<file path="src/rtl/spi_master.sv">
`default_nettype none
// ============================================================================
// Module   : spi_master
// Purpose  : Single-clock SPI-style frame master. A frame is one select bit
//            (LEAD), a 10-bit {cmd,wdata} word shifted MSB first (SHIFT), and
//            for read-data frames a turnaround (TURN) followed by an 8-bit
//            receive window (RECV). Every frame ends with a select-high
//            guard interval (GAP) that carries the one-cycle done pulse.
// Revision : 1.0 - initial release
// ----------------------------------------------------------------------------
// Ports
//   clk      in   1  clock, all logic on the rising edge
//   rst      in   1  synchronous active-high reset
//   start_i  in   1  frame request, sampled only while idle
//   cmd_i    in   2  00 wr-addr, 01 wr-data, 10 rd-addr, 11 rd-data
//   wdata_i  in   8  frame payload (ignored for rd-data)
//   busy_o   out  1  frame in progress
//   done_o   out  1  one-cycle pulse in the first GAP cycle
//   rdata_o  out  8  byte captured by the most recent rd-data frame
//   ss_n_o   out  1  slave select, active low
//   mosi_o   out  1  serial data to slave, MSB first
//   miso_i   in   1  serial data from slave, MSB first
// Parameters
//   TURN_CYC  turnaround cycles before the receive window (1..7)
//   GAP_CYC   select-high cycles after each frame (1..7)
// ============================================================================
module spi_master #(
    parameter int TURN_CYC = 1,
    parameter int GAP_CYC  = 1
) (
    input  logic       clk,
    input  logic       rst,
    input  logic       start_i,
    input  logic [1:0] cmd_i,
    input  logic [7:0] wdata_i,
    output logic       busy_o,
    output logic       done_o,
    output logic [7:0] rdata_o,
    output logic       ss_n_o,
    output logic       mosi_o,
    input  logic       miso_i
);

    typedef enum logic [2:0] {
        IDLE  = 3'd0,
        LEAD  = 3'd1,
        SHIFT = 3'd2,
        TURN  = 3'd3,
        RECV  = 3'd4,
        GAP   = 3'd5
    } state_t;

    // Terminal counts: each timed state exits when the counter reaches these.
    localparam logic [3:0] c_SHIFT_LAST = 4'd9;
    localparam logic [3:0] c_RECV_LAST  = 4'd7;
    localparam logic [3:0] c_TURN_LAST  = 4'(TURN_CYC - 1);
    localparam logic [3:0] c_GAP_LAST   = 4'(GAP_CYC - 1);

    state_t     state_q,    state_d;
    logic [3:0] cnt_q,      cnt_d;
    logic [9:0] frame_q,    frame_d;
    logic       rd_frame_q, rd_frame_d;
    logic [7:0] rx_q,       rx_d;
    logic [7:0] rdata_q,    rdata_d;

    // Output registers, loaded from the decode of the next state so that the
    // pins come straight from flops and cannot glitch mid-frame.
    logic       ss_n_q,     ss_n_d;
    logic       busy_q,     busy_d;
    logic       done_q,     done_d;
    logic       mosi_q,     mosi_d;

    // ------------------------------------------------------------------------
    // Next-state and next-output logic
    // ------------------------------------------------------------------------
    always_comb begin
        state_d    = state_q;
        cnt_d      = cnt_q;
        frame_d    = frame_q;
        rd_frame_d = rd_frame_q;
        rx_d       = rx_q;
        rdata_d    = rdata_q;

        case (state_q)
            IDLE: begin
                if (start_i) begin
                    state_d    = LEAD;
                    cnt_d      = 4'd0;
                    frame_d    = {cmd_i, wdata_i};
                    // The read/turnaround decision is captured here so later
                    // cmd_i activity cannot alter the frame shape.
                    rd_frame_d = (cmd_i == 2'b11);
                    rx_d       = 8'h00;
                end
            end

            LEAD: begin
                state_d = SHIFT;
                cnt_d   = 4'd0;
            end

            SHIFT: begin
                if (cnt_q == c_SHIFT_LAST) begin
                    cnt_d   = 4'd0;
                    state_d = rd_frame_q ? TURN : GAP;
                end else begin
                    cnt_d   = cnt_q + 4'd1;
                    // Frame word shifts left; bit 9 is always the next bit out.
                    frame_d = {frame_q[8:0], 1'b0};
                end
            end

            TURN: begin
                if (cnt_q == c_TURN_LAST) begin
                    cnt_d   = 4'd0;
                    state_d = RECV;
                end else begin
                    cnt_d = cnt_q + 4'd1;
                end
            end

            RECV: begin
                rx_d = {rx_q[6:0], miso_i};
                if (cnt_q == c_RECV_LAST) begin
                    cnt_d   = 4'd0;
                    state_d = GAP;
                    // Publish the byte including the sample taken on this edge.
                    rdata_d = {rx_q[6:0], miso_i};
                end else begin
                    cnt_d = cnt_q + 4'd1;
                end
            end

            GAP: begin
                if (cnt_q == c_GAP_LAST) begin
                    cnt_d   = 4'd0;
                    state_d = IDLE;
                end else begin
                    cnt_d = cnt_q + 4'd1;
                end
            end

            default: begin
                state_d = IDLE;
                cnt_d   = 4'd0;
            end
        endcase

        ss_n_d = !((state_d == LEAD) || (state_d == SHIFT) ||
                   (state_d == TURN) || (state_d == RECV));
        busy_d = (state_d != IDLE);
        // Only the transition into GAP pulses done, so a long GAP stays quiet.
        done_d = (state_d == GAP) && (state_q != GAP);
        // LEAD repeats the select bit cmd[1], which is also frame bit 9.
        mosi_d = ((state_d == LEAD) || (state_d == SHIFT)) ? frame_d[9] : 1'b0;
    end

    // ------------------------------------------------------------------------
    // State and output registers
    // ------------------------------------------------------------------------
    always_ff @(posedge clk) begin
        if (rst) begin
            state_q    <= IDLE;
            cnt_q      <= 4'd0;
            frame_q    <= 10'd0;
            rd_frame_q <= 1'b0;
            rx_q       <= 8'h00;
            rdata_q    <= 8'h00;
            ss_n_q     <= 1'b1;
            busy_q     <= 1'b0;
            done_q     <= 1'b0;
            mosi_q     <= 1'b0;
        end else begin
            state_q    <= state_d;
            cnt_q      <= cnt_d;
            frame_q    <= frame_d;
            rd_frame_q <= rd_frame_d;
            rx_q       <= rx_d;
            rdata_q    <= rdata_d;
            ss_n_q     <= ss_n_d;
            busy_q     <= busy_d;
            done_q     <= done_d;
            mosi_q     <= mosi_d;
        end
    end

    assign busy_o  = busy_q;
    assign done_o  = done_q;
    assign rdata_o = rdata_q;
    assign ss_n_o  = ss_n_q;
    assign mosi_o  = mosi_q;

endmodule
`default_nettype wire

</file>
<file path="config.mk">
export PLATFORM = sky130hd
export DESIGN_NAME = spi_master
export DESIGN_NICKNAME = d
export VERILOG_FILES = /design/src/rtl/spi_master.sv
export SDC_FILE = /design/constraint.sdc
export NUM_CORES = 1
export LEC_CHECK = 0
export CAP_MARGIN = 5
export CORE_AREA = 5 5 81 83
export CTS_BUF_LIST = sky130_fd_sc_hd__clkbuf_4 sky130_fd_sc_hd__clkbuf_8
export CTS_CLUSTER_SIZE = 14
export DETAILED_ROUTE_END_ITERATION = 7
export DIE_AREA = 0 0 86 88
export GPL_TIMING_DRIVEN = 0
export PLACE_DENSITY = 0.5
export SYNTH_ARGS = -nofsm -noshare
export SYNTH_HDL_FRONTEND = slang
export SYNTH_SLANG_ARGS = --single-unit
</file>
<file path="constraint.sdc">
create_clock -name clk -period 1.56 [get_ports clk]
set_input_delay 0.312 -clock clk [delete_from_list [all_inputs] [get_ports clk]]
set_output_delay 0.312 -clock clk [all_outputs]
set_load 0.02 [all_outputs]
</file>
==> results of run 1 <==
layer usage:
layer / track usage [%] / up-vias
li1: - / 703
met1: 15.15 / 657
met2: 17.17 / 25
met3: 3.010 / 5
met4: 3.453 / 0
met5: 0 / -
placed cells by master (no fill, tap or decap), types with 2 or more instances in the layout:
cell             instances
nor2_1                  32
clkbuf_1                 3
dfxtp_1                 35
a22oi_1                  9
clkdlybuf4s50_1         16
a222oi_1                 8
nand3b_1                 3
nor3_1                   2
clkbuf_8                 6
mux2i_1                  9
buf_2                    3
ha_4                     2
inv_4                    2
nand3_1                  3
nor2_2                   2
nor2b_1                  4
buf_6                    4
nand2b_1                 4
nand2_1                  8
nor3b_1                  2
buf_4                    8
a21oi_1                  6
dlymetal6s2s_1           8
state kept, by name (all words and copies together), names as in the netlist, 3 cells and up:
signal,count
frame_q,10
rx_q,7
state_q,3
rdata_o,8
cnt_q,4
critical path, cell delays in order (launching register included):
cell and delay, ns:
dfxtp_2 0.38, inv_4 0.06, ha_4 0.15, nor3b_4 0.15
buf_4 0.13, buf_6 0.11, a21oi_1 0.24, a21oi_2 0.10
a2111oi_2 0.34
report_power, final:
group          internal, mW  total, mW  leakage, nW  switching [mW]
Sequential            0.982       1.01        0.302          0.0244
Combinational         0.164      0.340        0.645           0.176
Clock                 0.539      0.872       0.0619           0.333
worst max-delay path by stage:
stage	from	end	slack [ns]
floorplan	cnt_q[1]$_SDFFE_PP0P_	ss_n_o$_SDFF_PP1_	-0.07
global placement	start_i	rd_frame_q$_SDFFE_PP0P_	-0.43
finish	cnt_q[1]$_SDFFE_PP0P_	done_o$_SDFF_PP0_	-0.22
global route	cnt_q[0]$_SDFFE_PP0P_	ss_n_o$_SDFF_PP1_	-0.34
CTS	cnt_q[0]$_SDFFE_PP0P_	ss_n_o$_SDFF_PP1_	-0.17
detailed placement	start_i	rd_frame_q$_SDFFE_PP0P_	-0.40
layout make-up:
cell class                      count  share of cell area (%)
Tap cell                           75                   4.135
Timing Repair Buffer               31                   13.95
Clock inverter                      1                   1.323
Inverter                            3                  0.7166
Buffer                             12                   3.473
Sequential cell                    37                   32.86
Clock buffer                        7                   3.969
Multi-Input combinational cell    120                   39.58
logic make-up after synthesis:
group	Yosys count	synth area share, %
AND/OR/NAND/NOR	69	21.44
AO/OA/AOI/OAI	39	20.83
flip-flops	37	44.85
buffers and inverters	15	5.151
multiplexers	9	5.455
adder cells (fa/ha/maj)	3	2.273
what timing repair did:
item                                    CTS  global route
endpoints found under the setup margin   34            43
endpoints found under the hold margin     0             0
gates resized for setup                  14            11
setup buffers                             5             2
pin swaps                                 3             0
==> qor.yml, run 1 <==
die_h_microns: 88
met3WireLength_microns: 163
finalClockSkew_ns: 0.005263
wire_per_inst_microns: 13.98
dr.pass1.iters: 5
die_w_microns: 86
antennaDiodeCount: 0
post-route-min-period_ns: 1.780
tritoncts: "yes"
port_buffers: 24
root_buffer: "clkbuf_8"
reg2reg_to: "done_o$_SDFF_PP0_"
worstPathMaxFanout: 4
fmax_mhz: 561.7
postSynthRegisterBits: 37
final.setup.tns_ns: -1.817
stdcell_count: 286
ctsLongestPathBuffers: 2
synth_edf_count: 0
synth_area_per_cell_sq_um: 9.602
cp_data_required_time_ns: 1.73
setup_slack_ns: -0.2204
multi_input_area_sq_um: 898.4
place_ws_ns: -0.3956
hold_buffers: 0
cts.htree.levels: 2
gp_routability_congestion: 0.7678
viasPerCell: 4.860
rrSetupSlack_ns: -0.22
post-route-util_pct: 39.26
synth.area.top_cells: "dfxtp_1 45%, nor2_1 7.7%, mux2i_1 5.5%"
start_kind: "register"
syn_inst: 172
synthArstFlopShare_pct: 0
pin_count: 26
yosysTopAreaCellShare_pct: 44.85
fillers: 588
yosysMostFrequentCell: "dfxtp_1"
yosysSeqAreaShare_pct: 44.85
hold_class: "in2reg"
power_mw: 2.219
highest_layer: "met4"
r2r-start: "cnt_q[1]$_SDFFE_PP0P_"
dr_wl_met2_microns: 1897
clk_pin_slew_ns: 0.07
cp.arrival_ns: 1.95
synthTopCellsByCount: "37 x dfxtp_1, 34 x nor2_1, 9 x a22oi_1, 9 x mux2i_1"
drtIter0Drc: 89
gr-total-overflow: 0
ir_drop_v: 0.0004282
fp.coreArea_sq_um: 5781
grt_max_degree: 12
drt-met1-wl_microns: 1910
worst_slew_pin_slew_ns: 0.5916
hpwlAfterDp_microns: 2763
seq_area_sq_um: 745.7
placed_cell_area_sq_um: 2006
p_leak_nw: 1.009
end_kind: "register"
antenna_found_initial: 0
yosys.area.top_type: "dfxtp_1"
post-route-period-util_pct: 114.1
synthesis.nets: 189
hold_slack_ns: 0.4910
grt_pass1_vias: 1387
status: "complete, but fails checks"
via_count: 1390
place_inst: 271
grt_use_total_pct: 11.12
maxCapViolations: 0
setup_violations: 18
netlist_area_sq_um: 1652
powerDensity_nw_per_um2: 977.6
synthToLayoutAreaGrowth_pct: 37.42
hold_violations: 0
routed_wl_microns: 3998
grt_pass1_wl_microns: 6624
layout.nets: 227
crit_type: "reg2reg"
whs_path_depth: 2
drc: 0
cts_inserted_buffers: 5
reg2reg_depth: 8
rsz0062_at_grt: "true"
ys_types: 41
yosys_warnings: 0
synth_flop_cell: "dfxtp_1"
postRouteAntennaNets: 0
insertion_delay_ns: 0.28
max-slew-margin-rel_pct: 60.23
die_area_sq_um: 7568
drv_slew: 0
hold_path_startpoint: "rst"
layout-drive-gt1-share_pct: 21.33
hold-path-endpoint: "state_q[2]$_SDFF_PP0_"
rows: 28
failed_checks: "negative setup slack"
initial_core_util_pct: 28.57
stdcell_area_sq_um: 2270
cts.sinks: 37
(Power assumes the default switching activity.)
==> run 2: changes to the inputs <==
--- a/config.mk
+++ b/config.mk
@@ -12,7 +12,7 @@
 export DETAILED_ROUTE_END_ITERATION = 7
 export DIE_AREA = 0 0 86 88
 export GPL_TIMING_DRIVEN = 0
-export PLACE_DENSITY = 0.5
+export PLACE_DENSITY = 0.48
 export SYNTH_ARGS = -nofsm -noshare
 export SYNTH_HDL_FRONTEND = slang
 export SYNTH_SLANG_ARGS = --single-unit
==> constraint.sdc (replaced) <==
create_clock -name clk -period 1.75 [get_ports clk]
set_input_delay 0.35 -clock clk [delete_from_list [all_inputs] [get_ports clk]]
set_output_delay 0.35 -clock clk [all_outputs]
set_load 0.02 [all_outputs]
==> qor.yml, run 2 (synthesized netlist as in run 1, its figures left out) <==
setup_slack_ns: 0.001406
insertion_delay_ns: 0.29
root_buffer: "clkbuf_8"
cp.arrival_ns: 1.96
dr.pass1.iters: 6
post-route-min-period_ns: 1.749
start_kind: "register"
powerDensity_nw_per_um2: 883.6
fp.coreArea_sq_um: 5781
cts.sinks: 37
viasPerCell: 4.884
synthToLayoutAreaGrowth_pct: 35.38
hpwlAfterDp_microns: 2762
layout.nets: 225
max-slew-margin-rel_pct: 63.37
drtIter0Drc: 136
routed_wl_microns: 3871
hold_violations: 0
wire_per_inst_microns: 13.63
stdcell_count: 284
layout_commonest_cell: "dfxtp_1"
maxCapViolations: 0
gr-total-overflow: 0
post-route-period-util_pct: 99.92
status: "finished, final reports clean"
place_inst: 271
rsz0062_at_grt: "true"
grt_max_degree: 12
ir_drop_v: 0.0004279
worstPathMaxFanout: 5
postRouteAntennaNets: 0
drv_slew: 0
end_kind: "register"
finalClockSkew_ns: 0.007179
fmax_mhz: 571.9
die_h_microns: 88
rows: 28
die_w_microns: 86
crit_type: "reg2reg"
port_buffers: 24
grt_use_total_pct: 10.94
gp_routability_congestion: 0.7464
die_area_sq_um: 7568
layout-drive-gt1-share_pct: 21.05
pin_count: 26
tritoncts: "yes"
antenna_found_initial: 0
clk_pin_slew_ns: 0.08
fillers: 586
hold_slack_ns: 0.4912
worst_slew_pin_slew_ns: 0.5494
stdcell_area_sq_um: 2236
initial_core_util_pct: 28.57
placed_cell_area_sq_um: 1986
ctsLongestPathBuffers: 2
layout_common_cells: "35 x dfxtp_1, 32 x nor2_1, 24 x clkdlybuf4s50_1"
cts_inserted_buffers: 5
cts.htree.levels: 2
largest_reg_flops: 10
grt_pass1_wl_microns: 6555
setup_violations: 0
antennaDiodeCount: 0
drc: 0
via_count: 1387
cp_data_required_time_ns: 1.96
largest-register: "frame_q"
hold_buffers: 0
p_leak_nw: 0.8437
grt_pass1_vias: 1367
post-route-util_pct: 38.68
hold_class: "in2reg"
place_ws_ns: -0.3022
-- run 2: final timing paths --
path / from / endpoint / slack [ns] / cells past startpoint
max: cnt_q[0]$_SDFFE_PP0P_ / ss_n_o$_SDFF_PP1_ / 0.001 / 7
min: rst / frame_q[9]$_SDFF_PP0_ / 0.49 / 2
max reg2reg: cnt_q[0]$_SDFFE_PP0P_ / ss_n_o$_SDFF_PP1_ / 0.001 / 7
min reg2reg: rdata_o[5]$_SDFFE_PP0P_ / rdata_o[5]$_SDFFE_PP0P_ / 0.50 / 2
-- run 2: where the power goes --
group | internal [mW] | switching (mW)
logic | 0.141 | 0.155
clock network | 0.480 | 0.303
registers | 0.876 | 0.0207
-- run 2: metal layers --
layer	global-route usage (%)	wire length, microns	vias to the layer above
met2	16.33	1681	33
li1	-	-	699
met5	0	0	-
met3	3.763	233	4
met4	3.022	38	0
met1	15.00	1918	651
-- run 2: cell type report --
class | instances | area (sq um) | share of cell area (%)
inverter | 3 | 13.76 | 0.6156
clock inverter | 1 | 30.03 | 1.343
sequential | 37 | 745.7 | 33.35
multi-input combinational | 120 | 908.4 | 40.63
buffer | 12 | 76.32 | 3.414
timing repair buffer | 29 | 277.8 | 12.42
tap | 75 | 93.84 | 4.197
clock buffer | 7 | 90.09 | 4.029
-- run 2: critical path, stage by stage, from the launching register on --
cell and delay (ns):
dfxtp_4 0.37, inv_4 0.06, ha_4 0.12, nor3b_4 0.25
o32ai_4 0.13, a221oi_4 0.37, o21a_4 0.20, mux2i_1 0.17
-- run 2: repair_timing --
| item | CTS | global route |
|---|---|---|
| endpoints found under the setup margin | 13 | 23 |
| setup buffers | 4 | 1 |
| pin swaps | 5 | 6 |
| resized for setup | 9 | 14 |
-- run 2: per-stage QoR --
stage	TNS [ns]	total power, mW
after global routing	-0.3995	2.066
after detailed placement	-5.578	1.180
after global placement	-6.557	1.181
after floorplan	0	1.088
final	0	1.976
after CTS	-0.01433	1.973
==> run 3: changes to the inputs <==
--- a/config.mk
+++ b/config.mk
@@ -6,13 +6,14 @@
 export NUM_CORES = 1
 export LEC_CHECK = 0
 export CAP_MARGIN = 5
-export CORE_AREA = 5 5 81 83
+export CORE_AREA = 5 5 61 63
 export CTS_BUF_LIST = sky130_fd_sc_hd__clkbuf_4 sky130_fd_sc_hd__clkbuf_8
 export CTS_CLUSTER_SIZE = 14
 export DETAILED_ROUTE_END_ITERATION = 7
-export DIE_AREA = 0 0 86 88
+export DIE_AREA = 0 0 66 68
+export GPL_ROUTABILITY_DRIVEN = 0
 export GPL_TIMING_DRIVEN = 0
-export PLACE_DENSITY = 0.48
+export PLACE_DENSITY = 0.8
 export SYNTH_ARGS = -nofsm -noshare
 export SYNTH_HDL_FRONTEND = slang
 export SYNTH_SLANG_ARGS = --single-unit
==> qor.yml, run 3 (synthesized netlist as in run 1, its figures left out) <==
place_ws_ns: -0.2393
crit_start: "cnt_q[0]$_SDFFE_PP0P_"
placed_cell_area_sq_um: 1949
wire_per_inst_microns: 15.49
synthToLayoutAreaGrowth_pct: 28.86
die_w_microns: 66
setup_slack_ns: -0.02566
layout_commonest_cell: "dfxtp_1"
worst_slew_pin_slew_ns: 0.5887
largest-register: "frame_q"
maxCapViolations: 0
root_buffer: "clkbuf_4"
port_buffers: 24
powerDensity_nw_per_um2: 786.6
dr.pass1.iters: 4
crit_slowest_cell: "dfxtp_4"
worstPathMaxFanout: 5
status: "complete, but fails checks"
critPathBufInv: 1
rsz0062_at_grt: "true"
cpPeakStageDelay_ns: 0.38
start_kind: "register"
place_inst: 242
ctsLongestPathBuffers: 2
p_leak_nw: 0.8297
grt_max_degree: 13
stdcell_area_sq_um: 2128
cp_data_required_time_ns: 2.04
cts.htree.levels: 2
post-route-period-util_pct: 101.5
routed_wl_microns: 3982
antennaDiodeCount: 0
layout.nets: 227
whs_path_depth: 2
hold-path-endpoint: "state_q[2]$_SDFF_PP0_"
path_depth: 7
hold_path_startpoint: "rst"
grt_pass1_vias: 1462
gr-total-overflow: 0
layout-drive-gt1-share_pct: 21.33
cts_inserted_buffers: 5
layout_common_cells: "35 x dfxtp_1, 33 x nor2_1, 24 x clkdlybuf4s50_1"
hold_class: "in2reg"
fmax_mhz: 563.2
tritoncts: "yes"
end_kind: "register"
finalClockSkew_ns: 0.01035
hold_buffers: 0
failed_checks: "negative setup slack"
drc: 0
cp_cell_sequence: "inv_2, ha_4, nor3b_4, o32ai_2, a221oi_4, o21a_4, mux2i_1"
antenna_found_initial: 0
rows: 21
clk_pin_slew_ns: 0.12
crit_type: "reg2reg"
rrSetupSlack_ns: -0.03
reg2reg_depth: 7
cts.sinks: 37
insertion_delay_ns: 0.35
postRouteAntennaNets: 0
final.setup.tns_ns: -0.05733
via_count: 1479
reg2reg_to: "ss_n_o$_SDFF_PP1_"
stdcell_count: 257
hold_violations: 0
largest_reg_flops: 10
die_h_microns: 68
r2r-start: "cnt_q[0]$_SDFFE_PP0P_"
ir_drop_v: 0.0004887
hpwlAfterDp_microns: 2734
grt_use_total_pct: 18.45
viasPerCell: 5.755
cpLargestDelayFamily: "compound AO/OA/AOI/OAI gates"
drv_slew: 0
grt_pass1_wl_microns: 6285
initial_core_util_pct: 51.95
pin_count: 26
die_area_sq_um: 4488
max-slew-margin-rel_pct: 60.43
fp.coreArea_sq_um: 3179
drtIter0Drc: 93
post-route-min-period_ns: 1.776
cp.arrival_ns: 2.06
setup_violations: 3
==> run 3: changes by cell type in the layout (fill, tap and decap cells not counted), sizes merged <==
cell / previous run / this run
clkinv: 0 / 2
bufinv: 1 / 0
buf: 14 / 16
clkbuf: 10 / 9
==> run 3: timing repair <==
action | 4_1_cts | 5_1_grt
gates resized for setup | 9 | 10
hold endpoints to repair | 0 | 0
setup buffers | 7 | 0
setup endpoints to repair | 7 | 25
pin swaps | 4 | 7
==> run 3: final cells by class <==
cell class / count / area, sq um
Fill cell: 251 / 1051
Multi-Input combinational cell: 120 / 875.8
Sequential cell: 37 / 745.7
Timing Repair Buffer: 31 / 292.8
Buffer: 12 / 80.08
Tap cell: 46 / 57.56
Clock buffer: 6 / 51.30
Clock inverter: 2 / 13.76
Inverter: 3 / 11.26
==> run 3: per-layer routing <==
metal	up-vias	track usage [%]	wire length [microns]
met2	49	33.42	1994
met1	719	20.51	1710
met4	0	8.376	79
li1	700	-	-
met3	11	4.433	197
met5	-	0	0
==> run 3: worst max path at each step <==
| stage | endpoint | slack [ns] |
|---|---|---|
| finish | ss_n_o$_SDFF_PP1_ | -0.03 |
| CTS | ss_n_o$_SDFF_PP1_ | -0.01 |
| detailed placement | rd_frame_q$_SDFFE_PP0P_ | -0.24 |
| floorplan | ss_n_o$_SDFF_PP1_ | 0.07 |
| global route | ss_n_o$_SDFF_PP1_ | -0.13 |
| global placement | rd_frame_q$_SDFFE_PP0P_ | -0.21 |
==> run 3: worst reg2reg max path, stage by stage, from the launching register on <==
cell and delay (ns):
dfxtp_4 0.38, inv_2 0.08, ha_4 0.13, nor3b_4 0.24, o32ai_2 0.14, a221oi_4 0.38
o21a_4 0.21, mux2i_1 0.17
==> run 3: stage by stage <==
step | util, % | hold slack, ns | total power, mW
final | 66.94 | 0.4694 | 1.674
after global routing | 66.94 | 0.4901 | 1.747
after CTS | 65.76 | 0.4538 | 1.669
after detailed placement | 61.31 | 0.4906 | 1.173
after global placement | 61.31 | 0.4735 | 1.163
after floorplan | - | 0.4593 | 1.088
==> run 3: where the power goes <==
group,total [mW],internal (mW),switching [mW]
Combinational,0.286,0.136,0.151
Sequential,0.897,0.876,0.0208
Clock,0.491,0.196,0.295
